File: src/rtl/xor_mlp_seq_if.sv
// Handshake and configuration bundle for the xor_mlp_seq inference engine.
// master: sample driver / consumer / weight loader; slave: the engine.
interface xor_mlp_seq_if #(
  parameter int DW = 32
);
  logic          in_valid;
  logic          in_ready;
  logic [DW-1:0] in_x0;
  logic [DW-1:0] in_x1;
  logic          out_valid;
  logic          out_ready;
  logic [DW-1:0] out_pred;
  logic          out_bit;
  logic          cfg_we;
  logic [3:0]    cfg_addr;
  logic [DW-1:0] cfg_wdata;

  modport master (
    output in_valid, in_x0, in_x1, out_ready, cfg_we, cfg_addr, cfg_wdata,
    input  in_ready, out_valid, out_pred, out_bit
  );

  modport slave (
    input  in_valid, in_x0, in_x1, out_ready, cfg_we, cfg_addr, cfg_wdata,
    output in_ready, out_valid, out_pred, out_bit
  );
endinterface

File: src/rtl/xor_mlp_seq.sv
// xor_mlp_seq: sequential 2-2-1 XOR MLP inference with one time-shared MAC.
// Optional feature: define XOR_MLP_SAT_EN to saturate neuron results to DW
// bits instead of two's-complement wrapping.
module xor_mlp_seq #(
  parameter int DW   = 32,
  parameter int FRAC = 16
) (
  input  logic         clk,
  input  logic         rst,
  xor_mlp_seq_if.slave bus
);

  typedef enum logic [1:0] {IDLE, MAC, RESP} state_t;

  localparam logic signed [DW-1:0] HALF =
    {{(DW-FRAC){1'b0}}, 1'b1, {(FRAC-1){1'b0}}};

  state_t state, state_nx;
  logic [2:0] step;

  logic signed [DW-1:0] w00, w01, b0, w10, w11, b1, v0, v1, c;
  logic signed [DW-1:0] x0, x1, h0, h1, pred;
  logic                 pred_bit;

  logic signed [2*DW-1:0] acc, base, prod, prod_sh, sum;
  logic signed [DW-1:0]   mul_a, mul_b, red, relu;

  // Per-step operand selection: even steps start a neuron from its bias,
  // odd steps accumulate onto the running sum.
  always_comb begin
    mul_a = '0;
    mul_b = '0;
    base  = '0;
    case (step)
      3'd0: begin mul_a = w00; mul_b = x0; base = {{DW{b0[DW-1]}}, b0}; end
      3'd1: begin mul_a = w01; mul_b = x1; base = acc; end
      3'd2: begin mul_a = w10; mul_b = x0; base = {{DW{b1[DW-1]}}, b1}; end
      3'd3: begin mul_a = w11; mul_b = x1; base = acc; end
      3'd4: begin mul_a = v0;  mul_b = h0; base = {{DW{c[DW-1]}}, c}; end
      3'd5: begin mul_a = v1;  mul_b = h1; base = acc; end
      default: ;
    endcase
  end

  // Full-width signed product, rescaled to the fixed-point grid (floor).
  always_comb begin
    prod    = $signed({{DW{mul_a[DW-1]}}, mul_a} * {{DW{mul_b[DW-1]}}, mul_b});
    prod_sh = prod >>> FRAC;
    sum     = base + prod_sh;
  end

  // Reduce the 2*DW accumulator result to a DW-bit neuron value, then ReLU.
  always_comb begin
`ifdef XOR_MLP_SAT_EN
    if ((sum[2*DW-1:DW-1] == '0) || (sum[2*DW-1:DW-1] == '1))
      red = sum[DW-1:0];
    else if (sum[2*DW-1])
      red = {1'b1, {(DW-1){1'b0}}};
    else
      red = {1'b0, {(DW-1){1'b1}}};
`else
    red = sum[DW-1:0];
`endif
    relu = red[DW-1] ? '0 : red;
  end

  // FSM state register.
  always_ff @(posedge clk or posedge rst) begin
    if (rst) state <= IDLE;
    else     state <= state_nx;
  end

  // FSM next-state and handshake outputs.
  always_comb begin
    state_nx      = state;
    bus.in_ready  = 1'b0;
    bus.out_valid = 1'b0;
    case (state)
      IDLE: begin
        bus.in_ready = 1'b1;
        if (bus.in_valid) state_nx = MAC;
      end
      MAC: begin
        if (step == 3'd5) state_nx = RESP;
      end
      RESP: begin
        bus.out_valid = 1'b1;
        if (bus.out_ready) state_nx = IDLE;
      end
      default: state_nx = IDLE;
    endcase
  end

  // Weight registers: writable only in IDLE so a computation sees fixed values.
  always_ff @(posedge clk or posedge rst) begin
    if (rst) begin
      w00 <= '0; w01 <= '0; b0 <= '0;
      w10 <= '0; w11 <= '0; b1 <= '0;
      v0  <= '0; v1  <= '0; c  <= '0;
    end else if (state == IDLE && bus.cfg_we) begin
      case (bus.cfg_addr)
        4'd0: w00 <= bus.cfg_wdata;
        4'd1: w01 <= bus.cfg_wdata;
        4'd2: b0  <= bus.cfg_wdata;
        4'd3: w10 <= bus.cfg_wdata;
        4'd4: w11 <= bus.cfg_wdata;
        4'd5: b1  <= bus.cfg_wdata;
        4'd6: v0  <= bus.cfg_wdata;
        4'd7: v1  <= bus.cfg_wdata;
        4'd8: c   <= bus.cfg_wdata;
        default: ;
      endcase
    end
  end

  // Datapath: sample capture, accumulation, hidden activations, result.
  always_ff @(posedge clk or posedge rst) begin
    if (rst) begin
      x0       <= '0;
      x1       <= '0;
      acc      <= '0;
      h0       <= '0;
      h1       <= '0;
      step     <= '0;
      pred     <= '0;
      pred_bit <= 1'b0;
    end else begin
      case (state)
        IDLE: begin
          if (bus.in_valid) begin
            x0   <= bus.in_x0;
            x1   <= bus.in_x1;
            step <= '0;
          end
        end
        MAC: begin
          acc  <= sum;
          step <= step + 3'd1;
          if (step == 3'd1) h0 <= relu;
          if (step == 3'd3) h1 <= relu;
          if (step == 3'd5) begin
            pred     <= red;
            pred_bit <= (red >= HALF);
          end
        end
        default: ;
      endcase
    end
  end

  assign bus.out_pred = pred;
  assign bus.out_bit  = pred_bit;

endmodule

File: src/flat_wrapper.sv
// flat-port wrapper written by rule: the top's interface ports become plain ports
module xor_mlp_seq_flat 
#(
  parameter int DW   = 32,
  parameter int FRAC = 16
)
  (clk, rst, bus_in_valid, bus_in_x0, bus_in_x1, bus_out_ready, bus_cfg_we, bus_cfg_addr, bus_cfg_wdata, bus_in_ready, bus_out_valid, bus_out_pred, bus_out_bit);
  xor_mlp_seq_if #(.DW(DW)) bus_i ();
  input  logic clk;
  input  logic rst;
  input wire logic [$bits(bus_i.in_valid)-1:0] bus_in_valid;
  input wire logic [$bits(bus_i.in_x0)-1:0] bus_in_x0;
  input wire logic [$bits(bus_i.in_x1)-1:0] bus_in_x1;
  input wire logic [$bits(bus_i.out_ready)-1:0] bus_out_ready;
  input wire logic [$bits(bus_i.cfg_we)-1:0] bus_cfg_we;
  input wire logic [$bits(bus_i.cfg_addr)-1:0] bus_cfg_addr;
  input wire logic [$bits(bus_i.cfg_wdata)-1:0] bus_cfg_wdata;
  output wire logic [$bits(bus_i.in_ready)-1:0] bus_in_ready;
  output wire logic [$bits(bus_i.out_valid)-1:0] bus_out_valid;
  output wire logic [$bits(bus_i.out_pred)-1:0] bus_out_pred;
  output wire logic [$bits(bus_i.out_bit)-1:0] bus_out_bit;
  assign bus_i.in_valid = bus_in_valid;
  assign bus_i.in_x0 = bus_in_x0;
  assign bus_i.in_x1 = bus_in_x1;
  assign bus_i.out_ready = bus_out_ready;
  assign bus_i.cfg_we = bus_cfg_we;
  assign bus_i.cfg_addr = bus_cfg_addr;
  assign bus_i.cfg_wdata = bus_cfg_wdata;
  assign bus_in_ready = bus_i.in_ready;
  assign bus_out_valid = bus_i.out_valid;
  assign bus_out_pred = bus_i.out_pred;
  assign bus_out_bit = bus_i.out_bit;
  xor_mlp_seq #(.DW(DW), .FRAC(FRAC)) u_core (.clk(clk), .rst(rst), .bus(bus_i));
endmodule
File: config.mk
export PLATFORM = sky130hd
export DESIGN_NAME = xor_mlp_seq_flat
export DESIGN_NICKNAME = d
export VERILOG_FILES = /design/src/rtl/xor_mlp_seq_if.sv /design/src/rtl/xor_mlp_seq.sv /design/src/flat_wrapper.sv
export SDC_FILE = /design/constraint.sdc
export NUM_CORES = 2
export LEC_CHECK = 0
export BUFFER_PORTS_ARGS = -buffer_cell sky130_fd_sc_hd__buf_2
export CORE_UTILIZATION = 66
export CTS_CLUSTER_DIAMETER = 80
export DETAILED_ROUTE_END_ITERATION = 8
export PLACE_DENSITY = 0.85
export SLEW_MARGIN = 20
export SYNTH_ARGS = -nofsm -noshare
export SYNTH_HDL_FRONTEND = slang
export SYNTH_SLANG_ARGS = --single-unit
File: constraint.sdc
create_clock -name clk -period 46.3 [get_ports clk]
set_input_delay 11.575 -clock clk [delete_from_list [all_inputs] [get_ports clk]]
set_output_delay 11.575 -clock clk [all_outputs]
set_load 0.1 [all_outputs]
* Word level (Yosys, flattened, before mapping)
Index checks and enable logic that the tools add are counted.
** Cells by class
- Eq/ne operators :: 18
- Mux-type cells :: 12
- Multipliers :: 1
- $lt $le $gt $ge :: 1
- Reduce and logical (&&, ||, !) cells :: 23
- $add $sub $neg :: 2
** Operators with widths (count)
- 64-bit case mux with 4 select lines :: 1
- 32-bit case mux with 6 select lines :: 1
- 32-bit case mux with 4 select lines :: 1
- 64-bit by 48-bit adder with 64-bit output :: 1
- 32-bit by 32-bit multiplier with 64-bit output :: 1
- 32-bit by 17-bit greater-or-equal comparator with 1-bit output, second input constant :: 1
- 31-bit two-way mux :: 1
- 2-bit AND reduction :: 14
- 4-bit by 3-bit == test with 1-bit output, second input constant :: 4
- 4-bit by 2-bit == test with 1-bit output, second input constant :: 2
- 3-bit by 2-bit == test with 1-bit output, second input constant :: 2
- 3-bit == test, second input constant :: 2
- 2-bit two-way mux :: 3
- 2-bit case mux with 3 select lines :: 1
- 3-bit case mux with 2 select lines :: 1
- 4-bit by 1-bit == test with 1-bit output, second input constant :: 1
- 4-bit == test, second input constant :: 1
- 4-bit logical NOT :: 1
- 2-bit inequality test, second input constant :: 2
- 2-bit OR reduction :: 2
- 3-bit by 1-bit adder with 3-bit output, second input constant :: 1
- 3-bit by 1-bit == test with 1-bit output, second input constant :: 1
- 3-bit logical NOT :: 1
- 3-bit two-way mux :: 1
- other kinds (9) :: 10
** Storage, ports and cells
- Word-level logic and storage cells :: 75
- Flip-flop bits (word level) :: 518

* Depth between registers and ports, before layout
- Depth in word-level cells :: 6
- Gate-level depth with buffers :: 53

* Worst setup path after synthesis
No wires, ideal clock.
- Path type :: register to output
- Start point :: register u_core.state[1]
- End point :: output port bus_in_ready
- Stages on the path, launching flop included :: 2
- Slack :: 32.937 ns
- Data arrival time :: 1.788 ns
- Required time :: 34.725 ns
- Buffers on the path :: 0
- Path through :: dfrtp_1 nor2_1
** Between the ends
- Cells in the longest elaborated chain, start to end :: 2
** RTL lines
- start: declaration :: line xor_mlp_seq.sv:18 : state_t state, state_nx;
- start signal: assignment :: line xor_mlp_seq.sv:70 : else state <= state_nx;
- 2-bit logical NOT :: line xor_mlp_seq.sv:78 : case (state)
- 1-bit two-way mux :: line xor_mlp_seq.sv:78
- end: declaration :: line flat_wrapper.sv:18 : output wire logic [$bits(bus_i.in_ready)-1:0] bus_in_ready;
No other way between the ends.

* Worst setup path after layout
- Start point :: register u_core.step[2]
- End point :: register u_core.h0[16]
** Between the ends
- Cells in the longest elaborated chain, start to end :: 6
- Elaborated cells on any way between the ends :: 16
** RTL lines
- start: declaration :: line xor_mlp_seq.sv:19 : logic [2:0] step;
- start signal: assignment :: line xor_mlp_seq.sv:138 : step <= step + 3'd1;
- 3-bit by 2-bit == test with 1-bit output, or another cell as far along :: line xor_mlp_seq.sv:34 : case (step)
- 2-bit OR reduction (no line)
- 32-bit case mux with 4 select lines :: line xor_mlp_seq.sv:34
- 32-bit by 32-bit multiplier with 64-bit output :: line xor_mlp_seq.sv:47 : prod = $signed({{DW{mul_a[DW-1]}}, mul_a} * {{DW{mul_b[DW-1]}}, mul_b});
- 64-bit by 48-bit adder with 64-bit output :: line xor_mlp_seq.sv:49 : sum = base + prod_sh;
- 31-bit two-way mux :: line xor_mlp_seq.sv:64 : relu = red[DW-1] ? '0 : red;
- end signal: assignment :: line xor_mlp_seq.sv:139 : if (step == 3'd1) h0 <= relu;
- end: declaration :: line xor_mlp_seq.sv:22 : logic signed [DW-1:0] x0, x1, h0, h1, pred;
Parallel ways exist; a longest one is shown, timed or not.
A chain may end at the register's enable or synchronous reset.

==> key figures <==
Clocking
  – H-tree depth: 2
  – Clock Path Buffers: 3
  – Post-CTS sizing: 0
  – Post-CTS Setup Bufs: 0
  – Hold_buf cts: 0
  – Clock root buffer: clkbuf_16
  – Clock latency on the worst-skew pair: 0.56 ns
  – CTS sink count: 484
  – Worst-path clk slew: 0.07 ns
  – CTS tree: yes
  – Total CTS buffers: 43

Placed design
  – Routability cong.: 1.029
  – Pre-CTS WS: 32.01 ns
  – Placed Instances: 6112
  – Dpl hpwl: 115.7 mm
  – I/O Buffers: 139

Worst setup path
  – CP max FO: 56
  – CP max stage cell: xnor3_2
  – R2r setup slk: 31.95 ns
  – CP delay by family, top: adder cells
  – CP max stage delay: 0.80 ns
  – R2R cell count: 43
  – Reg-to-Reg Start: u_core.step[2]
  – WP data arrival: 14.79 ns
  – Critical Path RT: 46.74 ns
  – Crit path buffers/inverters: 8
  – R2R Path End: u_core.h0[16]
  – Most used cell, CP: fa_1
  – Critical path type: reg -> reg
  – CP Launch Type: flip-flop
  – CP endpoint kind: flip-flop

GRT
  – GRT Total Usage: 0.4084
  – Vias in the first global route: 41860
  – Largest net degree at the start of global routing: 135
  – GR Overflow Total: 0
  – Met1 GRT Util: 0.5349
  – Global-route wire length before repair: 238.9 mm
  – GR Layer Usage met2: 0.6253
  – Initial antenna violation count: 4
  – GR Layer Usage met3: 0.1168
  – GRT busiest layer: met2

STA
  – Rel. slew slack: 0.1734
  – Max-slew violation count: 0
  – Crit path time final: 14.35 ns
  – Number of hold violations in the final report: 0
  – RSZ-0062 raised after global routing: false
  – # setup viols final: 0
  – Crit share post-route: 0.3099
  – Post-Route Skew: 0.01725 ns
  – Maximum clock rate: 69.69 MHz
  – Post-Route Setup TNS: 0 ns
  – Worst slew pin tran: 1.240 ns
  – Final worst slack: 31.95 ns

Routing
  – Via count: 39510
  – Routed Antenna Nets: 0
  – First-pass DRT Iterations: 8
  – DRC viols: 0
  – WL final: 153.7 mm
  – DR WL/cell: 24.83 um
  – Initial DRC count: 4610
  – DR vias/cell: 6.379

Logic synthesis
  – Synth Cell Area: 0.05046 mm^2
  – Synth Warn #: 0
  – Count of cell types in the netlist: 71
  – Synthesized instance count: 5187
  – Async set-reset flop share out of synthesis: 1.000
  – Syn nets: 6331
  – Post-synth EDFFs: 0
  – Syn_area_per_cell: 9.728 um^2
  – Sequential-to-total area share from yosys stat: 0.2400
  – Synth Flop Type: dfrtp_1
  – Register bit total from synthesis: 484

Final layout
  – Post-route insts no fill: 6193
  – Most frequent cells in the layout: 846 x inv_1, 839 x fa_1, 776 x nand2_1
  – Nets: 6324
  – Share of layout cells above drive strength 1: 0.1351
  – Area grow syn2layout: 6.529%
  – Most common cell after layout, fill and taps aside: inv_1

Floorplan
  – Rows: 101
  – Core area: 0.07582 mm^2
  – Starting Density: 0.6655
  – Die area: 0.07757 mm^2
  – Num ports: 140
  – Chip height: 278.5 um
  – Die Wd: 278.5 um

Hold path
  – Worst hold path endpoint: u_core.h1[3]
  – Min-delay src: u_core.h1[3]
  – Hold path depth: 2
  – Worst hold path class: reg -> reg

Run status
  – Outcome: complete, no violations

Run
  – Max_cap viols: 0
==> state kept, by name, indices dropped and copies added (netlist names) <==
register / cells
u_core.step: 3
u_core.x1: 32
u_core.b0: 32
u_core.w00: 32
u_core.state: 2
u_core.v0: 32
u_core.bus.out_pred: 32
u_core.w11: 32
u_core.w10: 32
u_core.acc: 32
u_core.v1: 32
u_core.h0: 31
u_core.w01: 32
u_core.x0: 32
u_core.c: 32
u_core.b1: 32
u_core.h1: 31
u_core.bus.out_bit: 1
==> tightest hold or removal path, stage by stage (launching register included) <==
cell	delay, ns
dfrtp_1	0.34
nand2_1	0.05
o21ai_0	0.06
==> synth_stat cells, types with 4 or more instances <==
cell type / count / area, um^2
clkbuf_1: 249 / 934.7
a222oi_1: 8 / 80.08
a31oi_1: 6 / 37.54
a221oi_2: 6 / 90.09
nor3_1: 11 / 55.05
buf_1: 18 / 67.56
a21oi_1: 56 / 280.3
nor2_1: 580 / 2177
xnor2_1: 70 / 613.1
a211o_1: 4 / 35.03
ha_1: 200 / 2502
a22o_1: 21 / 183.9
o211ai_1: 8 / 60.06
o21ai_0: 170 / 850.8
nand2b_1: 40 / 250.2
nand2_1: 780 / 2928
inv_1: 847 / 3179
a221o_1: 32 / 320.3
buf_2: 11 / 55.05
nand4_1: 9 / 56.30
mux2_2: 338 / 3806
o21ai_1: 25 / 125.1
a32oi_1: 27 / 236.5
o21bai_1: 8 / 60.06
dfrtp_1: 484 / 12110
buf_4: 8 / 60.06
or3_1: 5 / 31.28
a211oi_1: 13 / 97.59
a22oi_1: 81 / 608.1
o21a_1: 10 / 75.07
and2_1: 8 / 50.05
a21o_1: 22 / 165.2
and3_1: 32 / 200.2
fa_1: 839 / 16800
and4_1: 4 / 35.03
nor2b_1: 14 / 87.58
nand3_1: 42 / 210.2
a221oi_1: 25 / 219.0
xor2_1: 28 / 245.2
==> layer usage <==
metal / share of wire / up-vias
li1: - / 16130
met1: 0.36 / 19760
met2: 0.44 / 2911
met3: 0.14 / 703
met4: 0.064 / 2
met5: 0.000072 / -
==> per-stage QoR <==
| stage | hold WS [ns] | cell area, um^2 | utilization |
|---|---|---|---|
| after floorplan | 0.4393 | 50460 | - |
| after global placement | 0.4595 | 52230 | 0.6888 |
| after detailed placement | 0.4700 | 52230 | 0.6888 |
| after CTS | 0.4840 | 53700 | 0.7082 |
| after global routing | 0.5017 | 53750 | 0.7089 |
| final | 0.4841 | 53750 | 0.7089 |
==> how the worst max path moves through the flow <==
| stage | endpoint | cells past startpoint | from |
|---|---|---|---|
| final | u_core.h0[16] | 43 | u_core.step[2] |
| after global routing | u_core.h0[16] | 44 | u_core.step[2] |
| after CTS | u_core.h0[16] | 43 | u_core.step[2] |
| after detailed placement | u_core.step[2] | 4 | rst |
| after global placement | u_core.step[2] | 4 | rst |
| after floorplan | u_core.acc[0] | 1 | rst |
==> area by class of cell <==
| type | count | area (um^2) |
|---|---|---|
| diodes | 4 | 10.01 |
| well taps | 978 | 1224 |
| flip-flops and latches | 484 | 12120 |
| inverters | 849 | 3194 |
| fillers | 5284 | 22070 |
| clock buffers | 58 | 1255 |
| clock inverters | 18 | 215.2 |
| repair buffers | 236 | 1449 |
| multi-input cells | 3566 | 34290 |
==> cell families after synthesis <==
family	synth area share
fa+ha+maj	0.3825
mux	0.07563
simple gates	0.1230
buf+inv	0.08574
compound gates	0.07481
xor+xnor	0.01837
flops	0.2400
Power is left out: the tool's default activity adds up to more than one toggle a clock period on the data nets, which glitch-free logic cannot reach.
